File: src/rtl/phase_shift_applier.sv
// Slews a running phase offset toward a requested shift in bounded per-clock steps.
// Optional PHASE_SHIFT_SIGNED_EN: treat phase_shift as two's complement (shortest-path slew).
module phase_shift_applier #(
    parameter logic [31:0] STEP = 32'h0100_0000
) (
    input  logic        clk,
    input  logic        reset_n,
    input  logic        start,
    input  logic [31:0] phase_shift,
    input  logic        clear,
    output logic [31:0] phase_offset,
    output logic        busy,
    output logic        done,
    output logic        overrun
);

    typedef enum logic [1:0] {IDLE, LOAD, SLEW, DONE} state_e;

    state_e      state_q, state_d;
    logic [31:0] shadow_q, shadow_d;
    logic [32:0] rem_q, rem_d;
    logic        dir_q, dir_d;      // 1 = backward
    logic [31:0] offset_q, offset_d;
    logic        overrun_q, overrun_d;

    logic [32:0] step_amt;
    logic [32:0] load_mag;
    logic        load_dir;

    // 33-bit magnitude so a signed 0x8000_0000 maps to 2^31 without overflow
`ifdef PHASE_SHIFT_SIGNED_EN
    assign load_dir = shadow_q[31];
    assign load_mag = shadow_q[31] ? {1'b0, 32'(~shadow_q + 32'd1)} : {1'b0, shadow_q};
`else
    assign load_dir = 1'b0;
    assign load_mag = {1'b0, shadow_q};
`endif

    assign step_amt = (rem_q < {1'b0, STEP}) ? rem_q : {1'b0, STEP};

    always_comb begin
        state_d   = state_q;
        shadow_d  = shadow_q;
        rem_d     = rem_q;
        dir_d     = dir_q;
        offset_d  = offset_q;
        overrun_d = 1'b0;
        if (clear) begin
            offset_d = 32'd0;
            state_d  = IDLE;
            rem_d    = 33'd0;
            dir_d    = 1'b0;
        end else begin
            case (state_q)
                IDLE, DONE: begin
                    if (start) begin
                        shadow_d = phase_shift;
                        state_d  = LOAD;
                    end else begin
                        state_d  = IDLE;
                    end
                end
                LOAD: begin
                    overrun_d = start;
                    dir_d     = load_dir;
                    rem_d     = load_mag;
                    state_d   = (load_mag == 33'd0) ? DONE : SLEW;
                end
                SLEW: begin
                    overrun_d = start;
                    offset_d  = dir_q ? (offset_q - step_amt[31:0]) : (offset_q + step_amt[31:0]);
                    rem_d     = rem_q - step_amt;
                    if (rem_q == step_amt) state_d = DONE;
                end
                default: state_d = IDLE;
            endcase
        end
    end

    always_ff @(posedge clk or negedge reset_n) begin
        if (!reset_n) begin
            state_q   <= IDLE;
            shadow_q  <= 32'd0;
            rem_q     <= 33'd0;
            dir_q     <= 1'b0;
            offset_q  <= 32'd0;
            overrun_q <= 1'b0;
        end else begin
            state_q   <= state_d;
            shadow_q  <= shadow_d;
            rem_q     <= rem_d;
            dir_q     <= dir_d;
            offset_q  <= offset_d;
            overrun_q <= overrun_d;
        end
    end

    assign phase_offset = offset_q;
    assign busy         = (state_q == LOAD) || (state_q == SLEW);
    assign done         = (state_q == DONE);
    assign overrun      = overrun_q;

endmodule

File: config.mk
export PLATFORM = sky130hd
export DESIGN_NAME = phase_shift_applier
export DESIGN_NICKNAME = d
export VERILOG_FILES = /design/src/rtl/phase_shift_applier.sv
export SDC_FILE = /design/constraint.sdc
export NUM_CORES = 1
export LEC_CHECK = 0
export CORE_UTILIZATION = 45
export CTS_CLUSTER_DIAMETER = 60
export DETAILED_ROUTE_END_ITERATION = 8
export GPL_TIMING_DRIVEN = 0
export PLACE_DENSITY_LB_ADDON = 0.15
export SETUP_SLACK_MARGIN = 0.1
export SLEW_MARGIN = 0
export SYNTH_ARGS = -nofsm -noshare
export SYNTH_HDL_FRONTEND = slang
export SYNTH_SLANG_ARGS = --single-unit
File: constraint.sdc
create_clock -name clk -period 4.4 [get_ports clk]
set_input_delay 0.88 -clock clk [delete_from_list [all_inputs] [get_ports clk]]
set_output_delay 0.88 -clock clk [all_outputs]
set_load 0.02 [all_outputs]
# ---- Yosys cells after proc, flatten, opt, wreduce, memory -nomap -nowiden
# Index checks and enable logic that the tools add are counted.
dict set report word_totals {
  input_bits 36
  elab_cells 40
  latchBits 0
  ram_bits 0
  output_inout_bits 35
  n_memories 0
  romBits 0
  regBits 101
}
dict set report classes {
  n_eq_ne 5
  order_cmp 1
  n_shift 0
  addsub 3
  n_div 0
  n_reduce_logical 9
  n_mul 0
  mux 15
  bitwise 1
}
# cell n
set op_table {}
lappend op_table {{$mux 32} 3}
lappend op_table {{$mux 33} 2}
lappend op_table {{$pmux 33 s2} 1}
lappend op_table {{$eq 33x33->1} 1}
lappend op_table {{$logic_not 33->1} 1}
lappend op_table {{$lt 33x25->1 const B} 1}
lappend op_table {{$sub 33x33->33} 1}
lappend op_table {{$add 32x32->32} 1}
lappend op_table {{$sub 32x32->32} 1}
lappend op_table {{$mux 1} 6}
lappend op_table {{$pmux 2 s3} 1}
lappend op_table {{$eq 2x2->1 const B} 2}
lappend op_table {{$mux 2} 2}
lappend op_table {{$reduce_bool 2->1} 2}
lappend op_table {{$reduce_or 2->1} 2}
lappend op_table {{$ne 3x3->1 const B} 1}
lappend op_table {{$reduce_and 3->1} 1}
lappend op_table {{$reduce_bool 3->1} 1}
lappend op_table {{$eq 2x1->1 const B} 1}
lappend op_table {{$logic_not 2->1} 1}
lappend op_table {{$logic_or 1x1->1} 1}
lappend op_table {{$not 1->1} 1}

# ---- Depth between registers and ports, before layout
# Gate-level depths: netlist of run 1.
dict set report depth {
  ltp_word 6
  depth_mapped 16
  depth_no_buf 13
}

# ---- Worst setup path after synthesis of run 1
# Ideal clock, no wire load.
dict set report synth_path {
  kind {register to register}
  start {reg rem_q[29]}
  end {reg offset_q[27], in the netlist phase_offset[27]}
  setup_ps 122
  path_stages_with_launch 15
  required_time_ps 4278
  path_slack_ps 425
  arrival_time_ps 3853
  synth_period_minus_slack_ps 3975
  path_buffers 3
  cell_sequence {dfrtp_1 > nor3_1 > and4_1 > clkbuf_1 > clkbuf_1 > clkbuf_1 > and2_1 > ha_1 > a21o_1 > nor4_2 > a211o_2 > a21oi_2 > o31a_1 > or4_1 > a32o_1}
}
dict set report synth_between {
  elab_chain_len 6
  word_cells_on_any_way 7
  cone_classes {add/sub: 2; order compare: 1; mux: 4}
}
# item line
set synth_rtl {}
lappend synth_rtl {{start: declaration} 21} ;# logic [32:0] rem_q, rem_d;
lappend synth_rtl {{start signal: assignment} 91} ;# rem_q <= rem_d;
lappend synth_rtl {{$lt 33x25->1 *} 39} ;# assign step_amt = (rem_q < {1'b0, STEP}) ? rem_q : {1'b0, STEP};
lappend synth_rtl {{$mux 33 *} 39}
lappend synth_rtl {{$add 32x32->32 or $sub 32x32->32 (tied branches)} 71} ;# offset_d = dir_q ? (offset_q - step_amt[31:0]) : (offset_q + step_amt[31:0]);
lappend synth_rtl {{$mux 32 *} 71}
lappend synth_rtl {{$mux 32 *} 54} ;# case (state_q)
lappend synth_rtl {{$mux 32 *} 48} ;# if (clear) begin
lappend synth_rtl {{end signal: assignment} 93} ;# offset_q <= offset_d;
lappend synth_rtl {{end: declaration} 23} ;# logic [31:0] offset_q, offset_d;
# Mark *: on every way between the ends. The rest lies on a longest branch, timed or not. The select of a mux whose other input is x is not followed.
# A chain may end at the register's enable or synchronous reset.

# ---- Worst setup path after layout of run 1
dict set report layout_path {
  start {reg rem_q[26]}
  end {reg offset_q[27], in the netlist phase_offset[27]}
}
dict set report layout_between {
  elab_chain_len 6
  word_cells_on_any_way 7
  cone_classes {add/sub: 2; order compare: 1; mux: 4}
}
# item line
set layout_rtl {}
lappend layout_rtl {{$lt 33x25->1} 39}
lappend layout_rtl {{$mux 33 *} 39}
lappend layout_rtl {{$add 32x32->32 or $sub 32x32->32 (tied branches)} 71}
lappend layout_rtl {{$mux 32 *} 71}
lappend layout_rtl {{$mux 32 *} 54}
lappend layout_rtl {{$mux 32 *} 48}
# Marked as above.

==> flow_summary_export.csv, run 1 <==
group,metric,value,unit
cts,cts_tree,"done",
drt,drt_iter0_drc,451,
drt,wl,17300,µm
drt,ant_nets,0,
worst_setup_path,cp-end-kind,"register",
cts,cts_max_level,3,
timing,worst_slew_pin_slew,0.787,ns
timing,final_max_slew_viol_count,0,
timing,skew,0.00749,ns
layout,num-nets-final,880,
global_route,grt_max_degree,67,
timing,fmax,244,MHz
min_path,min_path_type,"in2async",
worst_setup_path,critPathMaxStageDelay,0.48,ns
global_route,grt_use_met2,0.376,
floorplanning,pin_count,71,
global_route,overflow,0,
layout,utilization,0.559,
timing,finalSetupViolCount,0,
worst_setup_path,arrival,4.34,ns
worst_setup_path,cp_slowest_cell,"or4_1",
global_route,first_global_vias,5626,
cts,cts_buffer_depth,2,
cts,clk_root_buffer_cell,"clkbuf_16",
worst_setup_path,path_max_fanout,10,
layout,diodes,0,
worst_setup_path,crit_family,"simple AND/OR/NAND/NOR gates",
logic_synthesis,ys_seq_area_frac,0.386,
logic_synthesis,synthArstFlopShare,1.00,
floorplanning,die_h,122,µm
cts,cts.clk_slew.worst_paths,0.07,ns
worst_setup_path,timing.rr.start,"rem_q[26]",
logic_synthesis,synthCells,716,
placement,dp_slack,-0.722,ns
logic_synthesis,synth_area,6480,µm²
pwr,vdd_drop_max,0.000311,V
floorplanning,core,14000,µm²
global_route,top_usage_layer,"met2",
placement,port_buffers,70,
logic_synthesis,synth.avg_cell_area,9.05,µm²
drt,drtPass1Iterations,7,
worst_setup_path,critical_path_required,4.64,ns
timing,rsz0062_at_grt,"false",
layout,layoutNonFillerInstCount,990,
status,status,"completed",
floorplanning,dieArea,14900,µm²
worst_setup_path,cp-start-kind,"register",
drt,drc_errors,0,
logic_synthesis,synthTopCellsByCount,"dfrtp_1, nor2_1, a21oi_1",
pwr,p_leak,3.50,nW
global_route,grtUsageMet1,0.331,
floorplanning,die-width,122,µm
global_route,antenna_found_initial,0,
placement,globalplace.congestion,0.916,
layout,layout-drive-gt1-share,0.102,
global_route,grt_first_pass_wirelength,28200,µm
logic_synthesis,synth.top_cell.area_share,0.386,
logic_synthesis,ys.flop_type,"dfrtp_1",
worst_setup_path,critPathBufInv,3,
cts,clk_latency,0.35,ns
logic_synthesis,synth_top_area_cell,"dfrtp_1",
global_route,use_met3,0.0309,
cts,holdBufCountCts,0,
drt,vias,5847,
timing,max_slew_margin,0.475,
cts,cts_sinks,100,
drt,viasPerCell,5.91,
placement,place_area,7450,µm²
worst_setup_path,crit_top_cell,"clkbuf_4",
timing,postLayoutSetupSlackWorst,0.294,ns
logic_synthesis,synth.area.top_cells,"dfrtp_1, ha_1, mux2_2",
logic_synthesis,yosys.cell_count.top_type,"dfrtp_1",
global_route,grt_usage,0.242,
logic_synthesis,synth_edf_count,0,
timing,finalHoldViolCount,0,
layout,area_delta_synth_final,20.8,%
pwr,power_density,611,nW/µm²
floorplanning,std_cell_rows,43,
worst_setup_path,cp-startpoint,"rem_q[26]",
timing,fin_setup_tns,0,ns
run,cap_violations,0,
logic_synthesis,synth-seq-cells,100,
placement,dp_cells,972,
timing,finalCriticalPeriod,4.11,ns
placement,dp_hpwl,13000,µm
timing,post-route-period-util,0.933,
layout,final_cell_area,7830,µm²
floorplanning,start_util,0.463,
logic_synthesis,ys_types,68,
logic_synthesis,ys_warn_count,0,
worst_setup_path,crit_type,"reg2reg",
worst_setup_path,path_cells,"nor3_4 > and4_4 > clkbuf_4 > buf_4 > clkbuf_4 > and2_1 > ha_1 > nand4_2 > o21ai_1 > nor4_2 > a211o_2 > a21oi_2 > o31a_1 > or4_1 > a32o_1",
drt,routedWlPerCell,17.5,µm
cts,cts_buffers,9,
-- cell usage in the layout (no fill, tap or decap), drive strengths merged, types with 4 or more instances in the layout --
master	n
a211oi	11
a21o	25
a21oi	64
a31oi	9
and2	25
and3	6
buf	16
clkbuf	29
clkdlybuf4s50	69
conb	7
dfrtp	100
ha	35
inv	17
mux2	34
mux2i	24
nand2	44
nand3	17
nand4	7
nor2	93
nor2b	5
nor3	17
nor4	17
o211ai	5
o21a	6
o21ai	44
o21bai	4
o22ai	4
o311ai	4
o31ai	6
xnor2	10
xor2	8
-- cell type report --
cell class | instances | area [µm²]
fill | 1278 | 6160
inverter | 17 | 63.8
tap | 180 | 225
multi-input combinational | 575 | 3870
buffer | 29 | 123
timing repair buffer | 76 | 763
clock buffer | 9 | 225
sequential | 100 | 2500
clock inverter | 4 | 53.8
-- sequential cells by signal (all words and copies together), names as in the netlist --
signal        cells
phase_offset     32
rem_q            33
overrun           1
state_q           2
shadow_q         32
-- cell families after synthesis --
kind of cell | after synthesis | share of synthesized area
and+or+nand+nor | 249 | 0.188
AOI/OAI and AO/OA | 207 | 0.206
DFF | 100 | 0.386
muxes | 58 | 0.0962
buffers and inverters | 46 | 0.0268
adders and majority gates | 36 | 0.0707
xor gates and xnor gates | 18 | 0.0243
other | 2 | 0.00116
-- per-layer routing --
layer	wire length, µm	share of wire	up-vias
li1	-	-	2807
met1	8120	0.47	2786
met2	7750	0.45	210
met3	812	0.047	44
met4	622	0.036	0
met5	0	0	-
-- power breakdown --
part           internal (mW)  switching [mW]
sequential              1.22           0.350
combinational           1.01            1.43
clock                  0.432           0.344
total                   2.66            2.12
-- per-stage QoR --
stage               hold WS (ns)  total power, mW
global route               0.530             5.13
global placement           0.485             3.76
finish                     0.497             4.78
detailed placement         0.491             3.86
floorplan                  0.470             3.14
CTS                        0.505             4.68
-- path summary, 6_finish.rpt --
check                              endpoint  slack, ns  depth (start not counted)
setup / recovery           phase_offset[27]       0.29                         15
hold / removal              phase_offset[8]       0.50                          1
setup reg to reg           phase_offset[27]       0.29                         15
hold reg to reg                 shadow_q[6]       0.50                          1
max in group asynchronous         rem_q[26]       3.19                          2
min in group clk                shadow_q[6]       0.50                          1
-- timing repair --
item,in CTS,in global routing
buffers inserted,0,5
pin swaps,1,4
endpoints found under the setup margin,17,6
gates resized for setup,11,11
Note: power is estimated with default switching activity, not from simulation.
==> run 2: changes to the inputs <==
--- a/config.mk
+++ b/config.mk
@@ -6,6 +6,7 @@
 export NUM_CORES = 1
 export LEC_CHECK = 0
 export CORE_UTILIZATION = 45
+export CTS_BUF_LIST = sky130_fd_sc_hd__clkbuf_4 sky130_fd_sc_hd__clkbuf_8
 export CTS_CLUSTER_DIAMETER = 60
 export DETAILED_ROUTE_END_ITERATION = 8
 export GPL_TIMING_DRIVEN = 0
==> flow_summary_export.csv, run 2 (same netlist as run 1, synthesis figures left out) <==
group,metric,value,unit
worst_setup_path,reg2reg_depth,15,
global_route,overflow,0,
layout,final_common_cell,"dfrtp_1",
layout,num-nets-final,880,
timing,final_max_slew_viol_count,0,
layout,final_cell_mix,"dfrtp_1, nor2_1, clkdlybuf4s50_1",
floorplanning,std_cell_rows,43,
layout,largest_reg_flops,33,
worst_setup_path,critPathMaxStageDelay,0.48,ns
worst_setup_path,r2r_setup_slack,0.30,ns
placement,globalplace.congestion,0.916,
layout,seqCellArea,2500,µm²
worst_setup_path,path_max_fanout,10,
min_path,min_path_type,"in2async",
layout,utilization,0.552,
cts,cts.clk_slew.worst_paths,0.10,ns
drt,wl,17200,µm
cts,cts_tree,"done",
drt,vias,5819,
drt,routedWlPerCell,17.4,µm
layout,fillers,1297,
timing,finalHoldViolCount,0,
cts,cts_max_level,3,
drt,viasPerCell,5.88,
worst_setup_path,cp_slowest_cell,"or4_1",
worst_setup_path,path_cells,"nor3_4 > and4_4 > clkbuf_4 > buf_4 > clkbuf_4 > and2_1 > ha_1 > nand4_2 > o21ai_1 > nor4_2 > a211o_2 > a21oi_2 > o31a_1 > or4_1 > a32o_1",
pwr,vdd_drop_max,0.000324,V
worst_setup_path,crit_family,"simple AND/OR/NAND/NOR gates",
layout,layout-drive-gt1-share,0.102,
cts,holdBufCountCts,0,
cts,clk_root_buffer_cell,"clkbuf_8",
timing,fmax,244,MHz
worst_setup_path,worstReg2RegEnd,"phase_offset[27]",
worst_setup_path,crit_type,"reg2reg",
placement,place_area,7450,µm²
layout,final_cell_area,7720,µm²
global_route,grt_usage,0.242,
cts,cts_buffers,9,
worst_setup_path,timing.rr.start,"rem_q[26]",
worst_setup_path,critical_path_required,4.68,ns
drt,drt_iter0_drc,387,
placement,dp_hpwl,13000,µm
global_route,antenna_found_initial,0,
timing,rsz0062_at_grt,"false",
drt,ant_nets,0,
timing,finalSetupViolCount,0,
floorplanning,die_h,122,µm
drt,drtPass1Iterations,7,
global_route,grt_first_pass_wirelength,28000,µm
drt,drc_errors,0,
cts,cts_buffer_depth,2,
placement,port_buffers,70,
run,cap_violations,0,
worst_setup_path,cp-end-kind,"register",
timing,finalCriticalPeriod,4.10,ns
worst_setup_path,crit_top_cell,"clkbuf_4",
floorplanning,core,14000,µm²
timing,skew,0.0144,ns
timing,worst_slew_pin_slew,0.789,ns
floorplanning,start_util,0.463,
timing,max_slew_margin,0.474,
pwr,p_leak,3.45,nW
cts,clk_latency,0.38,ns
timing,hold-worst-slack,0.458,ns
worst_setup_path,arrival,4.38,ns
pwr,power,4.58,mW
layout,top_register,"rem_q",
layout,diodes,0,
worst_setup_path,critPathBufInv,3,
worst_setup_path,cp-start-kind,"register",
global_route,first_global_vias,5611,
pwr,power_density,593,nW/µm²
layout,multi_input_area,3870,µm²
floorplanning,die-width,122,µm
status,status,"completed",
floorplanning,pin_count,71,
layout,layoutNonFillerInstCount,990,
floorplanning,dieArea,14900,µm²
timing,post-route-period-util,0.932,
cts,cts_sinks,100,
layout,area_delta_synth_final,19.2,%
placement,dp_cells,972,
global_route,grt_max_degree,67,
==> run 2: cell types whose count changed in the layout (fill, tap and decap cells not counted) <==
| cell | change |
|---|---|
| clkbuf_16 | -9 |
| clkbuf_8 | +9 |
==> run 2: area by class of cell <==
| class | instances | share of cell area |
|---|---|---|
| buffer | 29 | 0.0159 |
| clock buffer | 9 | 0.0160 |
| clock inverter | 4 | 0.00697 |
| inverter | 17 | 0.00826 |
| multi-input combinational | 575 | 0.501 |
| sequential | 100 | 0.324 |
| tap | 180 | 0.0292 |
| timing repair buffer | 76 | 0.0988 |
==> run 2: worst max-delay path by stage <==
stage / startpoint / end / slack [ns] / depth (start not counted)
after floorplan: rem_q[29] / phase_offset[27] / 0.43 / 14
after global placement: reset_n / shadow_q[28] / -1.41 / 1
after detailed placement: rem_q[29] / phase_offset[30] / -0.72 / 16
after CTS: rem_q[26] / phase_offset[27] / 0.13 / 15
after global routing: rem_q[26] / phase_offset[27] / 0.12 / 15
final: rem_q[26] / phase_offset[27] / 0.30 / 15
==> run 2: stage by stage <==
stage          setup TNS, ns  setup slack, ns
3_3_place_gp         -142.73            -1.41
6_report                   0            0.301
2_1_floorplan              0            0.425
4_1_cts                    0            0.133
5_1_grt                    0            0.119
3_5_place_dp           -3.46           -0.722
==> run 2: power breakdown <==
part | switching, mW | internal (mW) | leakage, nW
Combinational | 1.43 | 1.01 | 2.06
Sequential | 0.347 | 1.22 | 1.31
Clock | 0.325 | 0.255 | 0.0833
==> run 2: what timing repair did <==
| action | in CTS | in global routing |
|---|---|---|
| endpoints found under the hold margin | 0 | 0 |
| setup endpoints to repair | 17 | 6 |
| resized for setup | 11 | 11 |
| cloned | 0 | 0 |
| setup buffers | 0 | 5 |
| pin swaps | 1 | 4 |
==> run 2: worst reg2reg max path: stages (launching register included) <==
cell      delay (ns)
dfrtp_2         0.46
nor3_4          0.23
and4_4          0.27
clkbuf_4        0.21
buf_4           0.20
clkbuf_4        0.20
and2_1          0.16
ha_1            0.30
nand4_2         0.17
o21ai_1         0.12
nor4_2          0.36
a211o_2         0.20
a21oi_2         0.07
o31a_1          0.32
or4_1           0.48
a32o_1          0.26
==> run 2: per-layer routing <==
| layer | wire length [µm] | vias to the layer above | track usage |
|---|---|---|---|
| li1 | - | 2807 | - |
| met1 | 8010 | 2781 | 0.327 |
| met2 | 7820 | 196 | 0.378 |
| met3 | 827 | 35 | 0.0337 |
| met4 | 548 | 0 | 0.122 |
| met5 | 0 | - | 0 |
==> run 3: changes to the inputs <==
--- a/config.mk
+++ b/config.mk
@@ -11,6 +11,7 @@
 export DETAILED_ROUTE_END_ITERATION = 8
 export GPL_TIMING_DRIVEN = 0
 export PLACE_DENSITY_LB_ADDON = 0.15
+export REMOVE_ABC_BUFFERS = 1
 export SETUP_SLACK_MARGIN = 0.1
 export SLEW_MARGIN = 0
 export SYNTH_ARGS = -nofsm -noshare
==> flow_summary_export.csv, run 3 (same netlist as run 1, synthesis figures left out) <==
group,metric,value,unit
pwr,p_leak,3.43,nW
pwr,seq_power_share,0.337,
pwr,switching_share,0.450,
floorplanning,std_cell_rows,43,
cts,cts_tree,"done",
placement,dp_hpwl,11700,µm
drt,wl,16600,µm
layout,final_common_cell,"dfrtp_1",
floorplanning,die-width,122,µm
placement,dp_cells,945,
floorplanning,pin_count,71,
worst_setup_path,cp_slowest_cell,"or4_1",
drt,vias,5725,
worst_setup_path,arrival,4.24,ns
drt,viasPerCell,5.95,
layout,num-nets-final,849,
timing,max_slew_margin,0.312,
worst_setup_path,crit_top_cell,"nor2_1",
global_route,antenna_found_initial,0,
cts,clk_root_buffer_cell,"clkbuf_8",
global_route,grt_max_degree,65,
worst_setup_path,timing.rr.start,"rem_q[29]",
run,cap_violations,0,
cts,cts_sinks,100,
timing,final_max_slew_viol_count,0,
global_route,grt_usage,0.232,
drt,drt_iter0_drc,448,
status,status,"completed",
worst_setup_path,path_cells,"nor3_2 > and4_4 > inv_2 > nor2_1 > ha_1 > a211oi_1 > nor2_1 > nor4_2 > a211o_2 > a21oi_2 > o31a_1 > or4_1 > a32o_1",
timing,worst_slew_pin_slew,1.03,ns
timing,postLayoutSetupSlackWorst,0.453,ns
pwr,p_switching,2.08,mW
pwr,intPower,2.54,mW
floorplanning,die_h,122,µm
layout,layout-drive-gt1-share,0.101,
layout,utilization,0.548,
timing,rsz0062_at_grt,"false",
worst_setup_path,critical_path_required,4.69,ns
pwr,power_density,602,nW/µm²
drt,drtPass1Iterations,5,
layout,seqCellArea,2500,µm²
layout,fillers,1301,
worst_setup_path,path_max_fanout,20,
floorplanning,core,14000,µm²
layout,area_delta_synth_final,18.2,%
min_path,min_path_type,"in2async",
placement,globalplace.congestion,0.855,
pwr,vdd_drop_max,0.000318,V
worst_setup_path,cp-end-kind,"register",
global_route,first_global_vias,5389,
layout,diodes,0,
layout,layoutNonFillerInstCount,962,
layout,multi_input_area,3860,µm²
drt,ant_nets,0,
timing,fmax,253,MHz
cts,cts_buffers,9,
floorplanning,start_util,0.463,
placement,dp_slack,-0.339,ns
cts,cts_buffer_depth,2,
pwr,combPwrFrac,0.502,
worst_setup_path,crit_family,"simple AND/OR/NAND/NOR gates",
timing,skew,0.00956,ns
cts,clk_latency,0.39,ns
floorplanning,dieArea,14900,µm²
cts,cts.clk_slew.worst_paths,0.10,ns
placement,port_buffers,70,
global_route,grt_first_pass_wirelength,26800,µm
cts,cts_setup_buffers,0,
worst_setup_path,crit_type,"reg2reg",
timing,finalSetupViolCount,0,
worst_setup_path,critPathBufInv,1,
layout,final_cell_mix,"dfrtp_1, nor2_1, clkdlybuf4s50_1",
timing,finalCriticalPeriod,3.95,ns
drt,routedWlPerCell,17.2,µm
timing,post-route-period-util,0.897,
layout,top_register,"rem_q",
worst_setup_path,critPathMaxStageDelay,0.49,ns
timing,hold-worst-slack,0.449,ns
pwr,power,4.61,mW
drt,drc_errors,0,
timing,finalHoldViolCount,0,
global_route,overflow,0,
worst_setup_path,cp-start-kind,"register",
cts,cts_max_level,3,
worst_setup_path,cp-startpoint,"rem_q[29]",
layout,largest_reg_flops,33,
worst_setup_path,r2r_setup_slack,0.45,ns
pwr,clkPwrFrac,0.161,
## run 3: cell count changes in the layout (fill, tap and decap cells not counted), moves of 2 or more
cell       change
clkbuf_1      -17
buf_1          -7
buf_4          -6
bufinv_16      +2
clkbuf_4       -2
ha_1           -2
ha_2           +2
## run 3: power by group through the flow
stage | clock network [mW] | registers [mW] | logic (mW)
after floorplan | 0 | 1.49 | 1.59
after global placement | 0 | 1.54 | 2.15
after detailed placement | 0 | 1.56 | 2.24
after CTS | 0.760 | 1.54 | 2.26
after global routing | 0.798 | 1.59 | 2.56
final | 0.744 | 1.56 | 2.32
## run 3: path summary, 6_finish.rpt
kind,endpoint,cells after the start
setup / recovery,phase_offset[27],13
setup reg to reg,phase_offset[27],13
hold / removal,phase_offset[8],1
hold reg to reg,phase_offset[26],2
max in group asynchronous,rem_q[6],2
min in group clk,phase_offset[26],2
## run 3: per-layer routing
layer  GRT usage  part of all wire  vias to the layer above
met5           0                 0                        -
met4      0.0856             0.019                        0
met1       0.311              0.47                     2788
met2       0.379              0.47                      175
met3      0.0342             0.043                       23
li1            -                 -                     2739
## run 3: metrics by stage
step / setup TNS [ns] / instance area, µm²
5_1_grt: 0 / 7660
3_5_place_dp: -0.956 / 7390
4_1_cts: 0 / 7640
2_1_floorplan: 0 / 6390
3_3_place_gp: -168.54 / 7310
6_report: 0 / 7660
## run 3: what timing repair did
item / 4_1_cts / 5_1_grt
resized for setup: 2 / 3
pin swaps: 0 / 1
hold buffers: 0 / 0
setup endpoints to repair: 10 / 5
gates cloned: 0 / 1
## run 3: worst register-to-register path: stages, from the launching register on
cell and delay (ns):
dfrtp_1 0.44, nor3_2 0.39, and4_4 0.43, inv_2 0.18, nor2_1 0.13, ha_1 0.30, a211oi_1 0.32, nor2_1 0.12
nor4_2 0.20, a211o_2 0.20, a21oi_2 0.07, o31a_1 0.32, or4_1 0.49, a32o_1 0.25
## run 3: final cells by class
type                       instances  share of cell area
timing repair buffer              73              0.0996
multi-input combinational        576               0.504
sequential                       100               0.327
inverter                          17             0.00833
tap                              180              0.0294
clock buffer                       9              0.0162
clock inverter                     7              0.0162
